==> src/rtl/command_decoder_pkg.sv <==
// command_decoder_pkg
//   Shared definitions for the UART command decoder: command byte values
//   recognised in IDLE and the decoder state encoding.
package command_decoder_pkg;

   localparam logic [7:0] CMD_LOAD     = 8'h4C;  // 'L' : load one row of frame data
   localparam logic [7:0] CMD_RGB      = 8'h52;  // 'R' : set colour channel mask
   localparam logic [7:0] CMD_BRIGHT   = 8'h62;  // 'b' : set brightness bit-plane mask
   localparam logic [7:0] CMD_DEFAULTS = 8'h72;  // 'r' : restore both masks to all-ones

   typedef enum logic [2:0] {
      ST_IDLE   = 3'd0,
      ST_ROW    = 3'd1,
      ST_DATA   = 3'd2,
      ST_RGB    = 3'd3,
      ST_BRIGHT = 3'd4
   } cmd_state_e;

endpackage

==> src/rtl/command_decoder_timeout.sv <==
// cmd_timeout
//   Idle-gap watchdog for a command in progress.
//   Ports:
//     clk_in  - clock, rising edge
//     reset   - asynchronous active-low reset
//     clear   - restart the count from zero (has priority over enable)
//     enable  - count this cycle (a command is in progress)
//     expired - count has reached TIMEOUT_CYCLES while enabled
//   The count saturates at TIMEOUT_CYCLES so expired stays asserted until
//   the owner clears it.
module cmd_timeout #(
   parameter int TIMEOUT_CYCLES = 4096
) (
   input  logic clk_in,
   input  logic reset,
   input  logic clear,
   input  logic enable,
   output logic expired
);

   localparam int CNT_W = $clog2(TIMEOUT_CYCLES + 1);
   localparam logic [CNT_W-1:0] LIMIT = CNT_W'(TIMEOUT_CYCLES);

   logic [CNT_W-1:0] count_q, count_d;

   always_comb begin
      count_d = count_q;
      if (clear) begin
         count_d = '0;
      end else if (enable && (count_q != LIMIT)) begin
         count_d = count_q + 1'b1;
      end
   end

   always_ff @(posedge clk_in or negedge reset) begin
      if (!reset) begin
         count_q <= '0;
      end else begin
         count_q <= count_d;
      end
   end

   assign expired = enable && (count_q == LIMIT);

endmodule

==> src/rtl/command_decoder.sv <==
// command_decoder
//   Decodes a byte stream from a UART receiver into frame-RAM writes and
//   display mask settings.
//   Commands (first byte, in IDLE):
//     'L' row d0..d(N-1) : write N bytes to row*BYTES_PER_ROW + k
//     'R' m              : rgb_enable <= m[NUM_CHANNELS-1:0]
//     'b' m              : brightness_enable <= m[BRIGHTNESS_W-1:0]
//     'r'                : both masks back to all-ones
//   Ports:
//     clk_in, reset         - clock / asynchronous active-low reset
//     rx_data, rx_valid     - received byte and its one-cycle strobe
//     ram_data_out, ram_address, ram_write_enable - registered RAM write port
//     rgb_enable, brightness_enable               - registered masks
//     busy                  - a command is in progress
//     frame_done, cmd_error - single-cycle status pulses
//     dbg_state             - current decoder state
//   Handshake: rx_valid is a strobe with no back-pressure; every byte
//   presented with rx_valid high is consumed in that cycle, and its effect
//   appears on the registered outputs one cycle later.
module command_decoder
   import command_decoder_pkg::*;
#(
   parameter int NUM_CHANNELS   = 3,
   parameter int BRIGHTNESS_W   = 6,
   parameter int ROWS           = 16,
   parameter int BYTES_PER_ROW  = 64,
   parameter int ADDR_W         = $clog2(ROWS * BYTES_PER_ROW),
   parameter int TIMEOUT_CYCLES = 4096
) (
   input  logic                    clk_in,
   input  logic                    reset,
   input  logic [7:0]              rx_data,
   input  logic                    rx_valid,
   output logic [7:0]              ram_data_out,
   output logic [ADDR_W-1:0]       ram_address,
   output logic                    ram_write_enable,
   output logic [NUM_CHANNELS-1:0] rgb_enable,
   output logic [BRIGHTNESS_W-1:0] brightness_enable,
   output logic                    busy,
   output logic                    frame_done,
   output logic                    cmd_error,
   output cmd_state_e              dbg_state
);

   localparam int ROW_W = (ROWS > 1) ? $clog2(ROWS) : 1;
   localparam int CNT_W = (BYTES_PER_ROW > 1) ? $clog2(BYTES_PER_ROW) : 1;
   localparam logic [CNT_W-1:0] LAST_BYTE = CNT_W'(BYTES_PER_ROW - 1);

   if (ROWS * BYTES_PER_ROW > (1 << ADDR_W)) begin : g_addr_check
      $error("command_decoder: ROWS*BYTES_PER_ROW does not fit in ADDR_W bits");
   end
   if (NUM_CHANNELS > 8 || BRIGHTNESS_W > 8) begin : g_mask_check
      $error("command_decoder: mask widths must not exceed 8 bits");
   end

   cmd_state_e              state_q, state_d;
   logic [ROW_W-1:0]        row_q, row_d;
   logic [CNT_W-1:0]        byte_cnt_q, byte_cnt_d;
   logic [7:0]              ram_data_q, ram_data_d;
   logic [ADDR_W-1:0]       ram_addr_q, ram_addr_d;
   logic                    we_q, we_d;
   logic                    frame_done_q, frame_done_d;
   logic                    cmd_error_q, cmd_error_d;
   logic [NUM_CHANNELS-1:0] rgb_q, rgb_d;
   logic [BRIGHTNESS_W-1:0] bright_q, bright_d;

   logic timeout_expired;

   // Counter runs only while a command is open and restarts on every byte;
   // entering a non-IDLE state always happens on a byte, so that restart
   // also covers the state entry.
   cmd_timeout #(
      .TIMEOUT_CYCLES (TIMEOUT_CYCLES)
   ) u_timeout (
      .clk_in  (clk_in),
      .reset   (reset),
      .clear   (rx_valid || (state_q == ST_IDLE)),
      .enable  (state_q != ST_IDLE),
      .expired (timeout_expired)
   );

   always_comb begin
      state_d      = state_q;
      row_d        = row_q;
      byte_cnt_d   = byte_cnt_q;
      ram_data_d   = ram_data_q;
      ram_addr_d   = ram_addr_q;
      we_d         = 1'b0;
      frame_done_d = 1'b0;
      cmd_error_d  = 1'b0;
      rgb_d        = rgb_q;
      bright_d     = bright_q;

      // A byte arriving in the expiry cycle wins over the timeout.
      if (rx_valid) begin
         case (state_q)
            ST_IDLE: begin
               case (rx_data)
                  CMD_LOAD:     state_d = ST_ROW;
                  CMD_RGB:      state_d = ST_RGB;
                  CMD_BRIGHT:   state_d = ST_BRIGHT;
                  CMD_DEFAULTS: begin
                     rgb_d    = '1;
                     bright_d = '1;
                  end
                  default:      cmd_error_d = 1'b1;
               endcase
            end
            ST_ROW: begin
               if (int'({24'd0, rx_data}) < ROWS) begin
                  row_d      = ROW_W'(rx_data);
                  byte_cnt_d = '0;
                  state_d    = ST_DATA;
               end else begin
                  cmd_error_d = 1'b1;
                  state_d     = ST_IDLE;
               end
            end
            ST_DATA: begin
               // Every byte here is payload, command values included.
               ram_data_d = rx_data;
               ram_addr_d = ADDR_W'(row_q) * ADDR_W'(BYTES_PER_ROW) + ADDR_W'(byte_cnt_q);
               we_d       = 1'b1;
               byte_cnt_d = byte_cnt_q + 1'b1;
               if (byte_cnt_q == LAST_BYTE) begin
                  frame_done_d = 1'b1;
                  state_d      = ST_IDLE;
               end
            end
            ST_RGB: begin
               rgb_d   = rx_data[NUM_CHANNELS-1:0];
               state_d = ST_IDLE;
            end
            ST_BRIGHT: begin
               bright_d = rx_data[BRIGHTNESS_W-1:0];
               state_d  = ST_IDLE;
            end
            default: state_d = ST_IDLE;
         endcase
      end else if (timeout_expired) begin
         cmd_error_d = 1'b1;
         state_d     = ST_IDLE;
      end
   end

   always_ff @(posedge clk_in or negedge reset) begin
      if (!reset) begin
         state_q      <= ST_IDLE;
         row_q        <= '0;
         byte_cnt_q   <= '0;
         ram_data_q   <= '0;
         ram_addr_q   <= '0;
         we_q         <= 1'b0;
         frame_done_q <= 1'b0;
         cmd_error_q  <= 1'b0;
         rgb_q        <= '1;
         bright_q     <= '1;
      end else begin
         state_q      <= state_d;
         row_q        <= row_d;
         byte_cnt_q   <= byte_cnt_d;
         ram_data_q   <= ram_data_d;
         ram_addr_q   <= ram_addr_d;
         we_q         <= we_d;
         frame_done_q <= frame_done_d;
         cmd_error_q  <= cmd_error_d;
         rgb_q        <= rgb_d;
         bright_q     <= bright_d;
      end
   end

   assign ram_data_out      = ram_data_q;
   assign ram_address       = ram_addr_q;
   assign ram_write_enable  = we_q;
   assign frame_done        = frame_done_q;
   assign cmd_error         = cmd_error_q;
   assign rgb_enable        = rgb_q;
   assign brightness_enable = bright_q;
   assign busy              = (state_q != ST_IDLE);
   assign dbg_state         = state_q;

endmodule

==> config.mk <==
export PLATFORM = sky130hd
export DESIGN_NAME = command_decoder
export DESIGN_NICKNAME = d
export VERILOG_FILES = /design/src/rtl/command_decoder_pkg.sv /design/src/rtl/command_decoder_timeout.sv /design/src/rtl/command_decoder.sv
export SDC_FILE = /design/constraint.sdc
export NUM_CORES = 1
export LEC_CHECK = 0
export CELL_PAD_IN_SITES_DETAIL_PLACEMENT = 1
export CELL_PAD_IN_SITES_GLOBAL_PLACEMENT = 1
export CORE_UTILIZATION = 44
export DETAILED_ROUTE_END_ITERATION = 16
export PLACE_DENSITY = 0.82
export SYNTH_ARGS = -nofsm -noshare
export SYNTH_HDL_FRONTEND = slang
export SYNTH_SLANG_ARGS = --single-unit
==> constraint.sdc <==
create_clock -name clk_in -period 3.7 [get_ports clk_in]
set_clock_uncertainty 0.1 [all_clocks]
set_input_delay 0.925 -clock clk_in [delete_from_list [all_inputs] [get_ports clk_in]]
set_output_delay 0.925 -clock clk_in [all_outputs]
set_load 0.01 [all_outputs]
### Word-level counts from Yosys, hierarchy flattened

Index checks and enable logic that the tools add are counted.

* register bits after elaboration: 56
* bits in latches: 0
* RAM bits: 0
* ROM bits: 0
* input bits: 11
* logic and storage cells: 71
* memories kept: 0

* $add $sub $neg: 3
* $mul: 0
* divide/modulo/power cells: 0
* $lt $le $gt $ge: 1
* equal/unequal tests: 15
* shifts and indexed selects: 0
* multiplexer cells: 24
* bitwise operators: 0
* reductions and logical operators: 17

Operators by type and width (count)
* 8-bit by 7-bit == test with 1-bit output, second input constant: 4
* 13-bit 2-to-1 mux: 2
* 6-bit case mux with 2 select lines: 2
* 3-bit case mux with 3 select lines: 2
* 3-bit AND reduction: 5
* 13-bit by 1-bit adder with 13-bit output, second input constant: 1
* 13-bit == test, second input constant: 1
* 13-bit inequality test, second input constant: 1
* 3-bit 2-to-1 mux: 4
* 6-bit 2-to-1 mux: 2
* 10-bit by 6-bit adder with 10-bit output: 1
* 2-bit nonzero test: 5
* 1-bit 2-to-1 mux: 9
* 8-bit by 5-bit less-than comparator with 1-bit output, second input constant: 1
* 6-bit by 1-bit adder with 6-bit output, second input constant: 1
* 3-bit by 2-bit == test with 1-bit output, second input constant: 2
* 6-bit == test, second input constant: 1
* 3-bit case mux with 2 select lines: 1
* 5-bit by 2-bit inequality test with 1-bit output, second input constant: 1
* 4-bit OR reduction: 1
* 3-bit by 1-bit == test with 1-bit output, second input constant: 1
* 3-bit == test, second input constant: 1
* 3-bit logical NOT: 1
* 3-bit inequality test, second input constant: 1
* 8 further kinds: 9

### Longest topological paths before layout

* word-level depth: 5
* gate-level depth with buffers: 6
* gate-level depth less buffers: 6

### Modules after synthesis

Synthesis repeated with hierarchy kept, for this count alone.

* cells, all modules: 241
* area total of the unflattened synthesis: 2733.9 um2

By module, submodules not included
* command_decoder: instances 1, cells each 165, area an instance 1996.9 um2
* cmd_timeout: instances 1, cells each 76, area an instance 737.0 um2

### Worst setup path before layout

OpenSTA, ideal clock, no wires.

* path kind: input to register
* from: in rx_data[4]
* to: reg row_q[0]
* library setup time: 0.125 ns
* arrival time: 2.199 ns
* data required time: 3.475 ns
* setup slack: 1.276 ns
* stages: 3
* path buffers: 0
* cells stage by stage: or4_4 nor4_4 mux2_2

* longest elaborated chain between the ends: 2

RTL lines
* from (decl): RTL line command_decoder.sv:32 `input logic [7:0] rx_data,`
* 8-bit by 5-bit less-than comparator with 1-bit output: RTL line command_decoder.sv:110 `if (int'({24'd0, rx_data}) < ROWS) begin`
* 3-bit AND reduction (no source line)
* to (signal assigned): RTL line command_decoder.sv:160 `row_q <= row_d;`
* to (decl): RTL line command_decoder.sv:57 `logic [ROW_W-1:0] row_q, row_d;`

No other way between the ends.
A chain may end at the register's enable or synchronous reset.

### Worst setup path after layout

* from: reg state_q[0], in the netlist dbg_state[0]
* to: out busy

* longest elaborated chain between the ends: 1

RTL lines
* from (decl): RTL line command_decoder.sv:56 `cmd_state_e state_q, state_d;`
* from (signal assigned): RTL line command_decoder.sv:159 `state_q <= state_d;`
* 3-bit nonzero test: RTL line command_decoder.sv:179 `assign busy = (state_q != ST_IDLE);`
* to (decl): RTL line command_decoder.sv:39 `output logic busy,`

No other way between the ends.

==> flow_results.xml <==
<?xml version="1.0" encoding="UTF-8"?>
<metrics>
  <group name="run_status">
    <metric name="outcome" unit="">finished clean</metric>
  </group>
  <group name="sta">
    <metric name="fin_crit_sh" unit="%">80.1</metric>
    <metric name="worst_pin_slew" unit="ns">0.781</metric>
    <metric name="whs" unit="ns">0.360</metric>
    <metric name="timing.final.max_slew_violations" unit="">0</metric>
    <metric name="worst_max_slew_margin_expressed_relative_to_the_limit" unit="%">47.9</metric>
    <metric name="grt_setup_unrepaired" unit="">no</metric>
    <metric name="timing_hold_violations_final" unit="">0</metric>
    <metric name="achievable-frequency" unit="GHz">0.337</metric>
    <metric name="tns" unit="ns">0</metric>
    <metric name="setup_viol_count_final" unit="">0</metric>
    <metric name="timing.final.crit_period" unit="ns">2.96</metric>
  </group>
  <group name="clock_network">
    <metric name="clock_insertion_delay_worst_skew" unit="ns">0.32</metric>
    <metric name="cts.sink_count" unit="">56</metric>
    <metric name="ctsHtreeMaxLevel" unit="">2</metric>
    <metric name="cts-buffers-inserted" unit="">5</metric>
    <metric name="cts_tree" unit="">done</metric>
    <metric name="ctsResizeCount" unit="">0</metric>
    <metric name="clk_transition_reported_paths" unit="ns">0.10</metric>
    <metric name="post_cts_buffers" unit="">0</metric>
    <metric name="max-clock-path-buffers" unit="">2</metric>
    <metric name="clk_root_buffer_cell" unit="">sky130_fd_sc_hd__clkbuf_8</metric>
    <metric name="ctsHoldBuffers" unit="">0</metric>
  </group>
  <group name="pwr">
    <metric name="power.static_leakage" unit="nW">1.33</metric>
    <metric name="vdd_ir_drop_max" unit="mV">0.218</metric>
    <metric name="power_density" unit="nW/µm²">363</metric>
  </group>
  <group name="yosys">
    <metric name="synthTopCellsByArea" unit="">sky130_fd_sc_hd__dfrtp_1 (46%), sky130_fd_sc_hd__mux2_2 (10%), sky130_fd_sc_hd__dfstp_2 (9.2%)</metric>
    <metric name="synth_compound_area_share" unit="%">8.72</metric>
    <metric name="async_reset_ff_share" unit="%">100</metric>
    <metric name="ys_ff_latch" unit="">56</metric>
    <metric name="yosys.area_share.simple" unit="%">17.2</metric>
    <metric name="synth_top_cell_by_area" unit="">sky130_fd_sc_hd__dfrtp_1</metric>
    <metric name="synth-adder-area-share" unit="%">1.46</metric>
    <metric name="main_combinational_cell_family_by_area_after_synthesis" unit="">simple AND/OR/NAND/NOR gates</metric>
    <metric name="synth_seq_area_share" unit="%">55.0</metric>
    <metric name="synth_area_per_cell" unit="µm²">11.5</metric>
    <metric name="synth_edf_count" unit="">0</metric>
    <metric name="ys_types" unit="">39</metric>
    <metric name="syn_nets" unit="">238</metric>
    <metric name="ys.flop_type" unit="">sky130_fd_sc_hd__dfrtp_1</metric>
    <metric name="synthesis.instances" unit="">224</metric>
    <metric name="synth_mux_area_share" unit="%">10.5</metric>
    <metric name="post_synthesis_xor_xnor_area_fraction" unit="%">4.77</metric>
    <metric name="synth_top_area_share" unit="%">45.8</metric>
    <metric name="syn_area" unit="µm²">2570</metric>
    <metric name="synthesis.yosys.warnings" unit="">0</metric>
  </group>
  <group name="floorplanning">
    <metric name="initial_utilization" unit="%">46.1</metric>
    <metric name="die_area" unit="µm²">6150</metric>
    <metric name="die_x" unit="µm">78.4</metric>
    <metric name="pin_count" unit="">45</metric>
    <metric name="core" unit="µm²">5570</metric>
    <metric name="die_y" unit="µm">78.4</metric>
    <metric name="num_rows" unit="">27</metric>
  </group>
  <group name="detailed_routing">
    <metric name="drt_iter0_markers" unit="">65</metric>
    <metric name="post_drt_wl_per_cell" unit="µm">17.7</metric>
    <metric name="drt-total-wl" unit="µm">6060</metric>
    <metric name="via_density_per_instance" unit="">5.49</metric>
    <metric name="dr_total_vias" unit="">1877</metric>
    <metric name="drt-pass1-iter-count" unit="">4</metric>
    <metric name="drt_drc_violations_left" unit="">0</metric>
    <metric name="route.antenna.remaining_nets" unit="">0</metric>
  </group>
  <group name="placement">
    <metric name="port_buffers" unit="">44</metric>
    <metric name="globalplace.congestion" unit="">0.760</metric>
    <metric name="post_dp_cell_area" unit="µm²">3100</metric>
    <metric name="dpl.hpwl" unit="µm">4300</metric>
  </group>
  <group name="flow_run">
    <metric name="max_cap_viol_count" unit="">0</metric>
  </group>
  <group name="critical_path">
    <metric name="worstSetupPathType" unit="">flop to output pin</metric>
    <metric name="critPathMaxFanout" unit="">16</metric>
    <metric name="cp-start-kind" unit="">flop</metric>
    <metric name="worst-endpoint-required" unit="ns">2.67</metric>
    <metric name="critical_path.cell_chain" unit="">nor3_1 &gt; inv_1 &gt; clkdlybuf4s50_1</metric>
    <metric name="worst_path_largest_cell_delay" unit="ns">0.60</metric>
    <metric name="kind_of_capture_point_of_the_worst_setup_path" unit="">output pin</metric>
    <metric name="critical_path_arrival" unit="ns">1.94</metric>
    <metric name="worst-r2r-setup-slack" unit="ns">1.57</metric>
    <metric name="slowest_stage" unit="">sky130_fd_sc_hd__dfrtp_1</metric>
  </group>
  <group name="grt">
    <metric name="maximum_number_of_pins_on_one_net_before_global_route_repair" unit="">35</metric>
    <metric name="via_count_of_the_first_global_routing_pass" unit="">2049</metric>
    <metric name="antenna_found_initial" unit="">0</metric>
    <metric name="grt_pass1_wl" unit="µm">10100</metric>
    <metric name="gr-total-overflow" unit="">0</metric>
    <metric name="grt_use_total" unit="%">21.6</metric>
  </group>
  <group name="layout">
    <metric name="number_of_nets_at_the_end_of_the_flow" unit="">283</metric>
    <metric name="diodes" unit="">0</metric>
    <metric name="nFillCells" unit="">598</metric>
    <metric name="syn_to_final_growth" unit="%">24.4</metric>
    <metric name="share_of_final_layout_standard_cells_stronger_than_drive_strength_1" unit="%">17.4</metric>
    <metric name="design_area" unit="µm²">3200</metric>
  </group>
  <group name="worst_hold_path">
    <metric name="worst_hold_path_type" unit="">flop to flop</metric>
  </group>
</metrics>
synthesized netlist by cell type, drive strengths merged (3+ instances only):
cell type	count
dfrtp	47
nor2	31
mux2	23
dfstp	9
nand2	9
xor2	8
inv	7
nand4	7
nand2b	6
xnor2	6
a21oi	5
clkbuf	5
nand3	5
o22a	5
and3	4
nor4	4
a31oi	3
buf	3
ha	3
nor4bb	3
o21ai	3
o22ai	3
o2bb2ai	3
final timing paths:
kind	end	from	cells past startpoint
worst max register to register	row_q[3]	dbg_state[0]	3
worst max-delay path	busy	dbg_state[0]	3
worst min-delay path	brightness_enable[4]	brightness_enable[4]	2
min in group asynchronous	u_timeout.count_q[2]	reset	1
worst min register to register	brightness_enable[4]	brightness_enable[4]	2
max in group asynchronous	row_q[2]	reset	2
worst max-delay path, delay by kind of cell, from the launching register on:
| kind | cells | cell delay (ns) |
|---|---|---|
| buffers and inverters | 2 | 0.61 |
| DFF | 1 | 0.60 |
| and+or+nand+nor | 1 | 0.41 |
metal layers:
| metal | vias up | GRT usage [%] | routed length, µm |
|---|---|---|---|
| met5 | - | 0 | 0 |
| met4 | 0 | 6.11 | 70 |
| met3 | 7 | 5.93 | 281 |
| met2 | 32 | 37.8 | 3080 |
| met1 | 944 | 25.8 | 2630 |
| li1 | 894 | - | - |
final cells by class:
cell class / instances / area, µm² / share of cell area [%]
Multi-Input combinational cell: 153 / 1110 / 34.8
Clock buffer: 5 / 68.8 / 2.15
Inverter: 7 / 26.3 / 0.822
Timing Repair Buffer: 46 / 463 / 14.5
Sequential cell: 56 / 1410 / 44.2
Tap cell: 72 / 90.1 / 2.82
Clock inverter: 3 / 23.8 / 0.744
layout by cell type, fill, tap and decap left out, types with 4 or more instances in the layout:
cell type / netlist / final
sky130_fd_sc_hd__o22a_1: 5 / 5
sky130_fd_sc_hd__nand4_1: 7 / 7
sky130_fd_sc_hd__nand3_1: 5 / 5
sky130_fd_sc_hd__dfstp_2: 9 / 9
sky130_fd_sc_hd__nor2_1: 31 / 31
sky130_fd_sc_hd__xor2_1: 8 / 8
sky130_fd_sc_hd__a21oi_1: 5 / 5
sky130_fd_sc_hd__dfrtp_1: 47 / 47
sky130_fd_sc_hd__inv_1: 7 / 7
sky130_fd_sc_hd__mux2_2: 23 / 23
sky130_fd_sc_hd__clkdlybuf4s50_1: 0 / 43
sky130_fd_sc_hd__nand2b_1: 6 / 6
sky130_fd_sc_hd__xnor2_1: 6 / 6
sky130_fd_sc_hd__and3_1: 4 / 4
sky130_fd_sc_hd__nand2_1: 9 / 9
sky130_fd_sc_hd__clkbuf_8: 0 / 5
power by group:
part           internal (mW)  switching, mW  total [mW]  leakage [nW]
logic                 0.0810         0.0652       0.146         0.546
clock network          0.135          0.209       0.344        0.0404
registers              0.649         0.0207       0.670         0.743
stage by stage:
step / worst slack (ns) / cells / utilization (%) / power, mW
3_3_place_gp: 0.617 / 334 / 55.7 / 0.822
5_1_grt: 0.567 / 342 / 57.3 / 1.21
4_1_cts: 0.734 / 342 / 57.3 / 1.17
6_report: 0.737 / 342 / 57.3 / 1.16
3_5_place_dp: 0.561 / 334 / 55.7 / 0.829
2_1_floorplan: 1.28 / 224 / - / 0.732
registers in the layout, indices dropped and copies added (netlist names):
signal / count
rgb_enable: 3
ram_write_enable: 1
dbg_state: 3
ram_address: 10
ram_data_out: 8
brightness_enable: 6
cmd_error: 1
frame_done: 1
row_q: 4
u_timeout.count_q: 13
byte_cnt_q: 6
cell families (layout without fill, tap and decap cells):
kind of cell	count (synthesis)	count (layout)
simple gates	81	81
compound gates	31	31
flops	56	56
buf+inv	15	61
xor+xnor	14	14
mux	24	24
fa+ha+maj	3	3
Power figures use the tool's default switching activity.
